`src/rtl/cache_ctrl.sv`:
```
// cache_ctrl: direct-mapped cache controller between the core data port and one cache_set.
// It sequences lookup, hit completion, dirty writeback and single-word refill, and counts hit, miss and writeback events.
module cache_ctrl #(
   parameter int unsigned CACHE_LINE_SIZE = 4,
   parameter int unsigned CACHE_SET_DEPTH = 32,
   localparam int unsigned DATA_WIDTH = 32,
   localparam int unsigned OFFSET_W   = $clog2(CACHE_LINE_SIZE),
   localparam int unsigned INDEX_W    = $clog2(CACHE_SET_DEPTH),
   localparam int unsigned TAG_W      = DATA_WIDTH - OFFSET_W - INDEX_W
) (
   input  logic                  clk,
   input  logic                  rst,
   // core side
   input  logic                  core_read,
   input  logic                  core_write,
   input  logic [DATA_WIDTH-1:0] core_address,
   input  logic [DATA_WIDTH-1:0] core_writedata,
   input  logic [3:0]            core_byteenable,
   output logic [DATA_WIDTH-1:0] core_readdata,
   output logic                  core_waitrequest,
   // cache_set access port
   output logic                  set_read,
   output logic                  set_write,
   output logic [DATA_WIDTH-1:0] set_address,
   output logic [DATA_WIDTH-1:0] set_writedata,
   output logic [3:0]            set_byteenable,
   input  logic [DATA_WIDTH-1:0] set_readdata,
   input  logic                  set_hit,
   input  logic                  set_valid,
   input  logic                  set_dirty,
   input  logic [DATA_WIDTH-1:0] set_dirty_data,
   input  logic [TAG_W-1:0]      set_tag,
   // cache_set fill port
   output logic                  set_fill,
   output logic [DATA_WIDTH-1:0] set_fill_address,
   output logic [DATA_WIDTH-1:0] set_fill_data,
   // memory side
   output logic                  mem_read,
   output logic                  mem_write,
   output logic [DATA_WIDTH-1:0] mem_address,
   output logic [DATA_WIDTH-1:0] mem_writedata,
   output logic [3:0]            mem_byteenable,
   input  logic [DATA_WIDTH-1:0] mem_readdata,
   input  logic                  mem_readdatavalid,
   input  logic                  mem_waitrequest,
   // event counters
   output logic [31:0]           cnt_hit,
   output logic [31:0]           cnt_miss,
   output logic [31:0]           cnt_wb
);

   typedef enum logic [2:0] {
      IDLE,
      LOOKUP,
      WRITEBACK,
      REFILL,
      REFILL_WAIT
   } state_t;

   state_t state, state_next;

   logic                  req;
   logic                  done;
   logic                  miss;
   logic                  wb_done;
   logic [INDEX_W-1:0]    index;
   logic [DATA_WIDTH-1:0] victim_addr;
   logic [DATA_WIDTH-1:0] victim_data;

   assign req              = core_read | core_write;
   assign index            = core_address[OFFSET_W +: INDEX_W];
   assign core_waitrequest = req & ~done;
   assign set_address      = core_address;
   assign set_writedata    = core_writedata;
   assign set_byteenable   = core_byteenable;
   assign mem_byteenable   = 4'hF;

   // State register
   always_ff @(posedge clk) begin
      if (rst) state <= IDLE;
      else     state <= state_next;
   end

   // Next-state and per-state output decode
   always_comb begin
      state_next       = state;
      done             = 1'b0;
      miss             = 1'b0;
      wb_done          = 1'b0;
      set_read         = 1'b0;
      set_write        = 1'b0;
      set_fill         = 1'b0;
      set_fill_address = '0;
      set_fill_data    = '0;
      mem_read         = 1'b0;
      mem_write        = 1'b0;
      mem_address      = '0;
      mem_writedata    = '0;
      core_readdata    = '0;
      case (state)
         IDLE: begin
            if (req) state_next = LOOKUP;
         end
         LOOKUP: begin
            // a simultaneous read and write is treated as a write
            set_write = core_write;
            set_read  = core_read & ~core_write;
            if (!req) begin
               state_next = IDLE;
            end else if (set_hit) begin
               done       = 1'b1;
               state_next = IDLE;
               if (core_read && !core_write) core_readdata = set_readdata;
            end else begin
               miss       = 1'b1;
               state_next = (set_valid && set_dirty) ? WRITEBACK : REFILL;
            end
         end
         WRITEBACK: begin
            mem_write     = 1'b1;
            mem_address   = victim_addr;
            mem_writedata = victim_data;
            if (!mem_waitrequest) begin
               wb_done    = 1'b1;
               state_next = REFILL;
            end
         end
         REFILL: begin
            mem_read    = 1'b1;
            mem_address = {core_address[DATA_WIDTH-1:2], 2'b00};
            if (!mem_waitrequest) state_next = REFILL_WAIT;
         end
         REFILL_WAIT: begin
            if (mem_readdatavalid) begin
               set_fill         = 1'b1;
               set_fill_address = core_address;
               set_fill_data    = mem_readdata;
               state_next       = IDLE;
            end
         end
         default: state_next = IDLE;
      endcase
   end

   // Capture the victim line when a lookup misses
   always_ff @(posedge clk) begin
      if (rst) begin
         victim_addr <= '0;
         victim_data <= '0;
      end else if (miss) begin
         victim_addr <= {set_tag, index, OFFSET_W'(0)};
         victim_data <= set_dirty_data;
      end
   end

   // Event counters, wrapping modulo 2^32
   always_ff @(posedge clk) begin
      if (rst) begin
         cnt_hit  <= '0;
         cnt_miss <= '0;
         cnt_wb   <= '0;
      end else begin
         if (done)    cnt_hit  <= cnt_hit  + 32'd1;
         if (miss)    cnt_miss <= cnt_miss + 32'd1;
         if (wb_done) cnt_wb   <= cnt_wb   + 32'd1;
      end
   end

endmodule

```
`config.mk`:
```
export PLATFORM = sky130hd
export DESIGN_NAME = cache_ctrl
export DESIGN_NICKNAME = d
export VERILOG_FILES = /design/src/rtl/cache_ctrl.sv
export SDC_FILE = /design/constraint.sdc
export NUM_CORES = 1
export LEC_CHECK = 0
export ABC_AREA = 1
export ABC_CLOCK_PERIOD_IN_PS = 1700
export BUFFER_PORTS_ARGS = -buffer_cell sky130_fd_sc_hd__buf_4
export CAP_MARGIN = 20
export CORE_AREA = 4 4 205 207
export DETAILED_ROUTE_END_ITERATION = 10
export DIE_AREA = 0 0 209 211
export GPL_TIMING_DRIVEN = 0
export PLACE_DENSITY = 0.48
export SLEW_MARGIN = 20
export SYNTH_ARGS = -nofsm -noshare
export SYNTH_HDL_FRONTEND = slang
export SYNTH_SLANG_ARGS = --single-unit
```
`constraint.sdc`:
```
create_clock -name clk -period 1.7 [get_ports clk]
set_clock_uncertainty 0.1 [all_clocks]
set_input_delay 0.34 -clock clk [delete_from_list [all_inputs] [get_ports clk]]
set_output_delay 0.34 -clock clk [all_outputs]
set_load 0.02 [all_outputs]
```
* Word level (Yosys, flattened, before mapping)
Cells that the tools add are included.
** Operators by class
- Equal/unequal tests :: 8
- Reductions and logical operators :: 5
- Add/sub/neg operators :: 3
- Bitwise operators :: 5
- Multiplexer cells :: 32
** Operators with widths (number)
- $mux W32 :: 9
- $add A32 B1 Y32 const B :: 3
- $pmux W32 S2 :: 1
- $mux W1 :: 15
- $pmux W3 S5 :: 1
- $mux W3 :: 4
- $ne A2 B2 Y1 const B :: 4
- $eq A3 B2 Y1 const B :: 2
- $mux W2 :: 2
- $reduce_and A4 Y1 :: 1
- $eq A3 B1 Y1 const B :: 1
- $eq A3 B3 Y1 const B :: 1
- $logic_not A3 Y1 :: 1
- $and A1 B1 Y1 :: 2
- $logic_and A1 B1 Y1 :: 2
- $not A1 Y1 :: 2
- $logic_not A1 Y1 :: 1
- $or A1 B1 Y1 :: 1
** Storage, ports and cells
- Logic and storage cells :: 59
- Input port bits :: 198
- Register bits after elaboration :: 161

* Depth between registers and ports, before layout
Gate-level depths: netlist (run 1).
- Depth in word-level cells :: 6
- Mapped depth :: 10
- Gate-level depth less buffers :: 10

* Worst setup path before layout (run 1)
OpenSTA, ideal clock, no wires.
- Path type :: flip-flop to output port
- From :: reg state[1]
- To :: out mem_address[10]
- Stages on the path, launching flop included :: 6
- Path slack :: -0.486 ns
- Arrival time :: 1.746 ns
- Buffers on the path :: 1
- Cell sequence :: dfxtp_1 > inv_2 > nor2_1 > inv_1 > clkbuf_1 > o21ai_0
** Between the ends
- Word-level cells in the longest chain between the ends :: 2
- Elaborated cells between the ends (all ways) :: 3
- Those cells by class :: eq/ne: 2; mux: 1
** RTL lines
- start: declaration :: line 60 : state_t state, state_next;
- start signal: assignment :: line 81 : else state <= state_next;
- $eq A3 B2 Y1 :: line 100 : case (state)
- $pmux W32 S2 (*) :: line 100
- end: declaration :: line 40 : output logic [DATA_WIDTH-1:0] mem_address,
Mark *: on every way between the ends. The rest lies on a longest branch, timed or not.

* Worst setup path after layout (run 1)
- From :: reg state[2]
- To :: out core_readdata[18]
** Between the ends
- Word-level cells in the longest chain between the ends :: 2
** RTL lines
- $eq A3 B1 Y1 :: line 100
- $mux W32 :: line 100
- end: declaration :: line 19 : output logic [DATA_WIDTH-1:0] core_readdata,
No other way between the ends.

==> results by group, run 1 <==
STA
  – Max Clk Rate: 0.425 GHz
  – Max-slew violations: 0
  – Final worst path period need: 2.35 ns
  – Slew @ Worst Pin: 0.778 ns
  – Rel. slew slack: 48.1%
  – Setup TNS Final: -107.01 ns
  – Final setup viols: 299
  – Worst hold slack: 0.0537 ns
  – Final WS setup: -0.652 ns
  – Final hold viol count: 0
  – Final Cycle Share: 138%
  – RSZ-0062 raised after global routing: true

Floorplan
  – Die area: 44100 sq um
  – Site Rows: 74
  – Core area: 40400 sq um
  – Initial core utilization: 23.3%
  – Die W: 209 um
  – Die height: 211 um
  – IO Count: 532

Layout
  – Post-layout nets: 2287
  – Reg area: 3240 sq um
  – Post-route design area: 16400 sq um
  – Ratio of cells with drive above 1 in the final layout: 40.7%
  – Area of the multi-input gates: 5650 sq um
  – # fillers: 4327
  – Layout area overhead: 74.5%
  – Final cell utilization of the core: 40.6%

Route
  – Initial detailed-routing violation count: 503
  – Routed len/inst: 17.2 um
  – DR vias: 11400
  – DRT Wirelength: 45400 um
  – First-pass iteration count of the detailed router: 5
  – Avg Vias per Cell: 4.33
  – DRT antenna net count: 0
  – DRC: 0

Power
  – Peak VDD IR: 0.000721 V
  – P per Cell Area: 601 nW/um^2
  – PnR Total Power: 9.85 mW
  – Leakage: 7.22 nW

Synthesis
  – Synthesized cell area: 9390 sq um
  – Share of Yosys cell area claimed by the top area cell type: 34.3%
  – Synth Register Bits: 161
  – Leading area contributor after synthesis: dfxtp_1
  – Cells after Synth: 1538
  – Syn_area_per_cell: 6.11 sq um
  – Post-synthesis sequential area ratio: 34.3%
  – Post-synth top flop: dfxtp_1
  – Post-synth EDFFs: 0
  – Synth warnings: 0
  – Area contributors post-synth: dfxtp_1 34%, nor2_1 15%, nand2_1 12%
  – FFs w/ async S/R, synth: 0%
  – Synth cell types: 33

Worst hold path
  – Worst hold path type: primary input to flop

Global route
  – Largest net degree at the start of global routing: 17
  – Vias in the first global route: 10900
  – Gr ovfl total: 0
  – GRT Util Overall: 19.5%
  – Initial antenna violation count: 4
  – First-pass GRT wire length: 66700 um

Critical path
  – Crit start category: flop
  – Crit. End Element: primary output
  – Largest driver fanout on the critical path: 10
  – Crit path kind: flop to primary output
  – Critical path data arrival time: 1.91 ns
  – WP data required: 1.26 ns

Clock tree
  – CTS buffer count: 17
  – Root Driver: clkbuf_16
  – Clk_lat worst skew: 0.44 ns
  – H-Tree Depth: 4
  – CTS tree: done
  – Clock Sinks: 161
  – CTS clk-pin slew, worst paths: 0.07 ns
  – Max Root-Sink Buffers: 2

Placed design
  – Placer Congestion: 0.870
  – Placed cell areas: 14400 sq um
  – Detailed Place HPWL: 36600 um
  – # port buffers: 487

Run status
  – Violated checks: negative setup slack
  – Run status: finished with violations

Run
  – Max-cap violations: 0
cell type report:
type,count,area share [%]
Antenna cell,3,0.0458
Sequential cell,161,19.7
Multi-Input combinational cell,1048,34.5
Clock buffer,19,2.70
Buffer,129,6.54
Timing Repair Buffer,525,27.0
Clock inverter,13,0.641
Tap cell,532,4.06
Inverter,204,4.78
stage by stage:
step / cells / setup WS, ns
2_1_floorplan: 1542 / -0.132
4_1_cts: 2613 / -0.683
3_5_place_dp: 2561 / -0.958
6_report: 2634 / -0.652
5_1_grt: 2634 / -0.745
3_3_place_gp: 2561 / -0.928
cells in the mapped netlist, drive strengths merged, types with 4 or more instances:
cell and instances:
nand4 31, nand3b 4, nand2 297, buf 93
xnor2 5, nor3 22, a21oi 86, inv 204
o21ai 122, dfxtp 161, nor2 395, nand3 66
clkbuf 36
path summary, 6_finish.rpt:
kind / start / end / slack, ns / cells after the start
hold reg to reg: victim_data[0] / victim_data[0] / 0.36 / 2
setup / recovery: state[2] / core_readdata[18] / -0.65 / 7
hold / removal: set_tag[18] / victim_addr[25] / 0.05 / 3
setup reg to reg: state[2] / cnt_miss[6] / -0.40 / 11
kinds of logic (layout without fill, tap and decap cells):
| kind of cell | after synthesis | after routing | share of synthesized area, % |
|---|---|---|---|
| AOI/OAI and AO/OA | 212 | 212 | 11.4 |
| xor gates and xnor gates | 8 | 8 | 0.746 |
| adders and majority gates | 3 | 3 | 0.400 |
| buffers and inverters | 333 | 890 | 16.5 |
| DFF | 161 | 161 | 34.3 |
| other | 2 | 9 | 0.0800 |
| and+or+nand+nor | 819 | 819 | 36.5 |
metal layers:
layer	vias up	global-route usage, %	wire length (um)
met2	328	35.4	23400
met1	5206	23.2	18400
met3	40	4.75	2800
met4	2	5.11	807
met5	-	0	13
li1	5817	-	-
state kept, by name (all words and copies together) (netlist names):
signal	count
cnt_hit	32
cnt_wb	32
state	3
cnt_miss	32
victim_data	32
victim_addr	30
critical path: stages (launching register included):
cell	delay, ns
dfxtp_4	0.35
inv_4	0.08
nand3_4	0.11
nor3_4	0.26
nand2_4	0.22
buf_12	0.23
nor2_4	0.09
buf_6	0.12
power breakdown:
group	internal (mW)	switching (mW)
combinational	0.986	1.18
sequential	3.91	0.0784
clock	1.93	1.76
layout by cell type (no fill, tap or decap), drive strengths merged, types with 6 or more instances in the layout:
master,Yosys,routed
inv,204,207
o21ai,122,122
a21oi,86,86
nand4,31,31
nor2,395,395
buf,93,615
nor3,22,22
nand3,66,66
conb,2,6
nand2,297,297
dfxtp,161,161
clkbuf,36,58
clkinvlp,0,6
repair_timing:
action / CTS / global route
cloned: 5 / 4
endpoints found under the setup margin: 308 / 314
endpoints found under the hold margin: 0 / 0
buffers inserted: 15 / 16
pin swaps: 10 / 3
resized for setup: 147 / 109
hold buffers: 0 / 0
No activity file was read; power rests on OpenSTA's default activity.
==> run 2: changes to the inputs <==
- ABC_AREA: 1 -> unset
- CAP_MARGIN: 20 -> 30
- PLACE_DENSITY: 0.48 -> 0.45
==> results by group, run 2 <==
STA
  – Final hold viol count: 0
  – Max Clk Rate: 0.404 GHz
  – Worst hold slack: 0.0461 ns
  – Final setup viols: 325
  – Slew @ Worst Pin: 0.812 ns
  – Max-slew violations: 0
  – RSZ-0062 raised after global routing: true
  – Final WS setup: -0.773 ns
  – Final worst path period need: 2.47 ns
  – Rel. slew slack: 45.8%
  – Final Cycle Share: 145%

Synthesis
  – Post-synth top cells: 162 x nand2_1, 161 x dfxtp_1, 103 x and2_1, 87 x nor2_1, 84 x a21oi_1
  – Synthesized cell area: 8440 sq um
  – Post-synth EDFFs: 0
  – Cells after Synth: 1080
  – Share of Yosys cell area claimed by the top area cell type: 38.2%
  – Synth cell types: 44
  – FFs w/ async S/R, synth: 0%
  – Synth warnings: 0
  – Leading area contributor after synthesis: dfxtp_1
  – Post-synth top flop: dfxtp_1
  – Area contributors post-synth: dfxtp_1 38%, and2_1 7.6%, nand2_1 7.2%
  – Post-synthesis sequential area ratio: 38.2%
  – Synth Register Bits: 161
  – Most numerous cell in the Yosys netlist: nand2_1
  – Syn_area_per_cell: 7.81 sq um

Global route
  – GRT Util Overall: 18.6%
  – Largest net degree at the start of global routing: 17
  – Initial antenna violation count: 5
  – Vias in the first global route: 9547
  – Gr ovfl total: 0
  – First-pass GRT wire length: 62700 um

Clock tree
  – CTS clk-pin slew, worst paths: 0.07 ns
  – H-Tree Depth: 4
  – Max Root-Sink Buffers: 2
  – Clk_lat worst skew: 0.43 ns
  – Root Driver: clkbuf_16
  – CTS buffer count: 17
  – Clock Sinks: 161
  – CTS tree: done
  – Hold_buf cts: 0

Power
  – Clk network pwr share: 41.2%
  – Combinational power share: 18.4%
  – P per Cell Area: 574 nW/um^2
  – Peak VDD IR: 0.000596 V
  – Internal Pwr Total: 7.01 mW
  – Sequential share of power: 40.4%
  – Leakage: 7.40 nW
  – Psw: 2.62 mW
  – Sw frac: 27.2%

Critical path
  – WP buf/inv: 3
  – Crit path kind: flop to primary output
  – Largest driver fanout on the critical path: 8
  – R2r startpoint: state[2]
  – Largest delay share family, worst path: simple AND/OR/NAND/NOR gates
  – WP data required: 1.26 ns
  – Worst Setup SP: state[2]
  – Slowest-stage cell, CP: or3b_4
  – Crit start category: flop
  – Crit. End Element: primary output
  – Cell Chain, Critical Path: or3b_4 > nor3b_4 > buf_12 > clkbuf_16 > and3_4 > buf_6
  – Critical path data arrival time: 2.03 ns
  – Critical path's largest stage delay: 0.41 ns

Floorplan
  – IO Count: 532
  – Die area: 44100 sq um
  – Die W: 209 um
  – Initial core utilization: 20.9%
  – Site Rows: 74
  – Core area: 40400 sq um
  – Die height: 211 um

Worst hold path
  – Worst hold path type: primary input to flop
  – Hold path start: set_dirty_data[17]

Run status
  – Run status: finished with violations
  – Violated checks: negative setup slack

Route
  – First-pass iteration count of the detailed router: 5
  – Avg Vias per Cell: 4.38
  – DRT Wirelength: 44400 um
  – DRC: 0
  – Initial detailed-routing violation count: 367
  – Routed len/inst: 19.9 um
  – DR vias: 9768
  – DRT antenna net count: 0

Placed design
  – Detailed Place HPWL: 33300 um
  – # port buffers: 488
  – Placed cell areas: 13300 sq um
  – Placer Congestion: 0.875
  – Pre-CTS WS: -0.937 ns

Run
  – Max-cap violations: 0

Layout
  – Ratio of cells with drive above 1 in the final layout: 56.9%
  – Layout area overhead: 98.8%
  – Post-layout nets: 1885
  – Final cell utilization of the core: 41.5%
  – Most common cell after layout, fill and taps aside: buf_4
  – Post-route design area: 16800 sq um
  – Commonest non-fill, non-tap cells in the layout: 427 x buf_4, 199 x buf_6, 155 x nand2_1
-- run 2: worst paths after layout --
check,cells after the start,slack (ns),to
setup reg to reg,8,-0.68,cnt_hit[28]
hold reg to reg,2,0.36,victim_addr[5]
hold / removal,3,0.05,victim_data[17]
setup / recovery,6,-0.77,core_readdata[25]
-- run 2: stage by stage --
stage / std cells / total power [mW] / setup TNS [ns]
global placement: 2104 / 5.36 / -197.31
global route: 2230 / 10.0 / -184.09
finish: 2230 / 9.63 / -159.07
CTS: 2198 / 9.67 / -182.15
detailed placement: 2105 / 5.37 / -191.88
floorplan: 1084 / 4.65 / -56.04
-- run 2: tightest hold or removal path, stage by stage --
cell     delay, ns
buf_4         0.11
nand2_1       0.04
a21oi_1       0.05
-- run 2: per-layer routing --
layer	global-route usage (%)	share of wire, %
met1	21.3	39
met2	34.5	54
met4	4.70	1.9
met5	0	0.097
met3	5.01	5.4
-- run 2: repair_timing --
| action | 4_1_cts | 5_1_grt |
|---|---|---|
| endpoints found under the setup margin | 324 | 325 |
| gates cloned | 16 | 9 |
| hold endpoints to repair | 0 | 0 |
| gates resized for setup | 381 | 162 |
| pin swaps | 53 | 105 |
| buffers inserted | 48 | 32 |
-- run 2: kinds of logic (layout without fill, tap and decap cells) --
group	Yosys count	count (layout)	share of synthesized area, %
AND/OR/NAND/NOR	540	541	33.0
flip-flops	161	161	38.2
buffers and inverters	160	771	10.6
AO/OA/AOI/OAI	139	139	9.86
XOR/XNOR	74	74	7.68
adder cells (fa/ha/maj)	3	3	0.445
other	2	8	0.0890
multiplexers	1	1	0.119
-- run 2: cell type report --
class / instances / area [sq um]
fill: 4104 / 23600
clock buffer: 18 / 439
inverter: 18 / 80.1
tap: 532 / 666
multi-input combinational: 764 / 5340
clock inverter: 13 / 155
antenna: 2 / 5.00
buffer: 135 / 1320
sequential: 161 / 3260
timing repair buffer: 587 / 5510
-- run 2: power by group through the flow --
stage                     Sequential (mW)  Combinational, mW  Clock (mW)
after CTS                            3.89               1.65        4.13
after detailed placement             3.98               1.39           0
after floorplan                      3.97              0.680           0
after global routing                 3.90               1.89        4.25
after global placement               3.98               1.38           0
final                                3.89               1.77        3.97
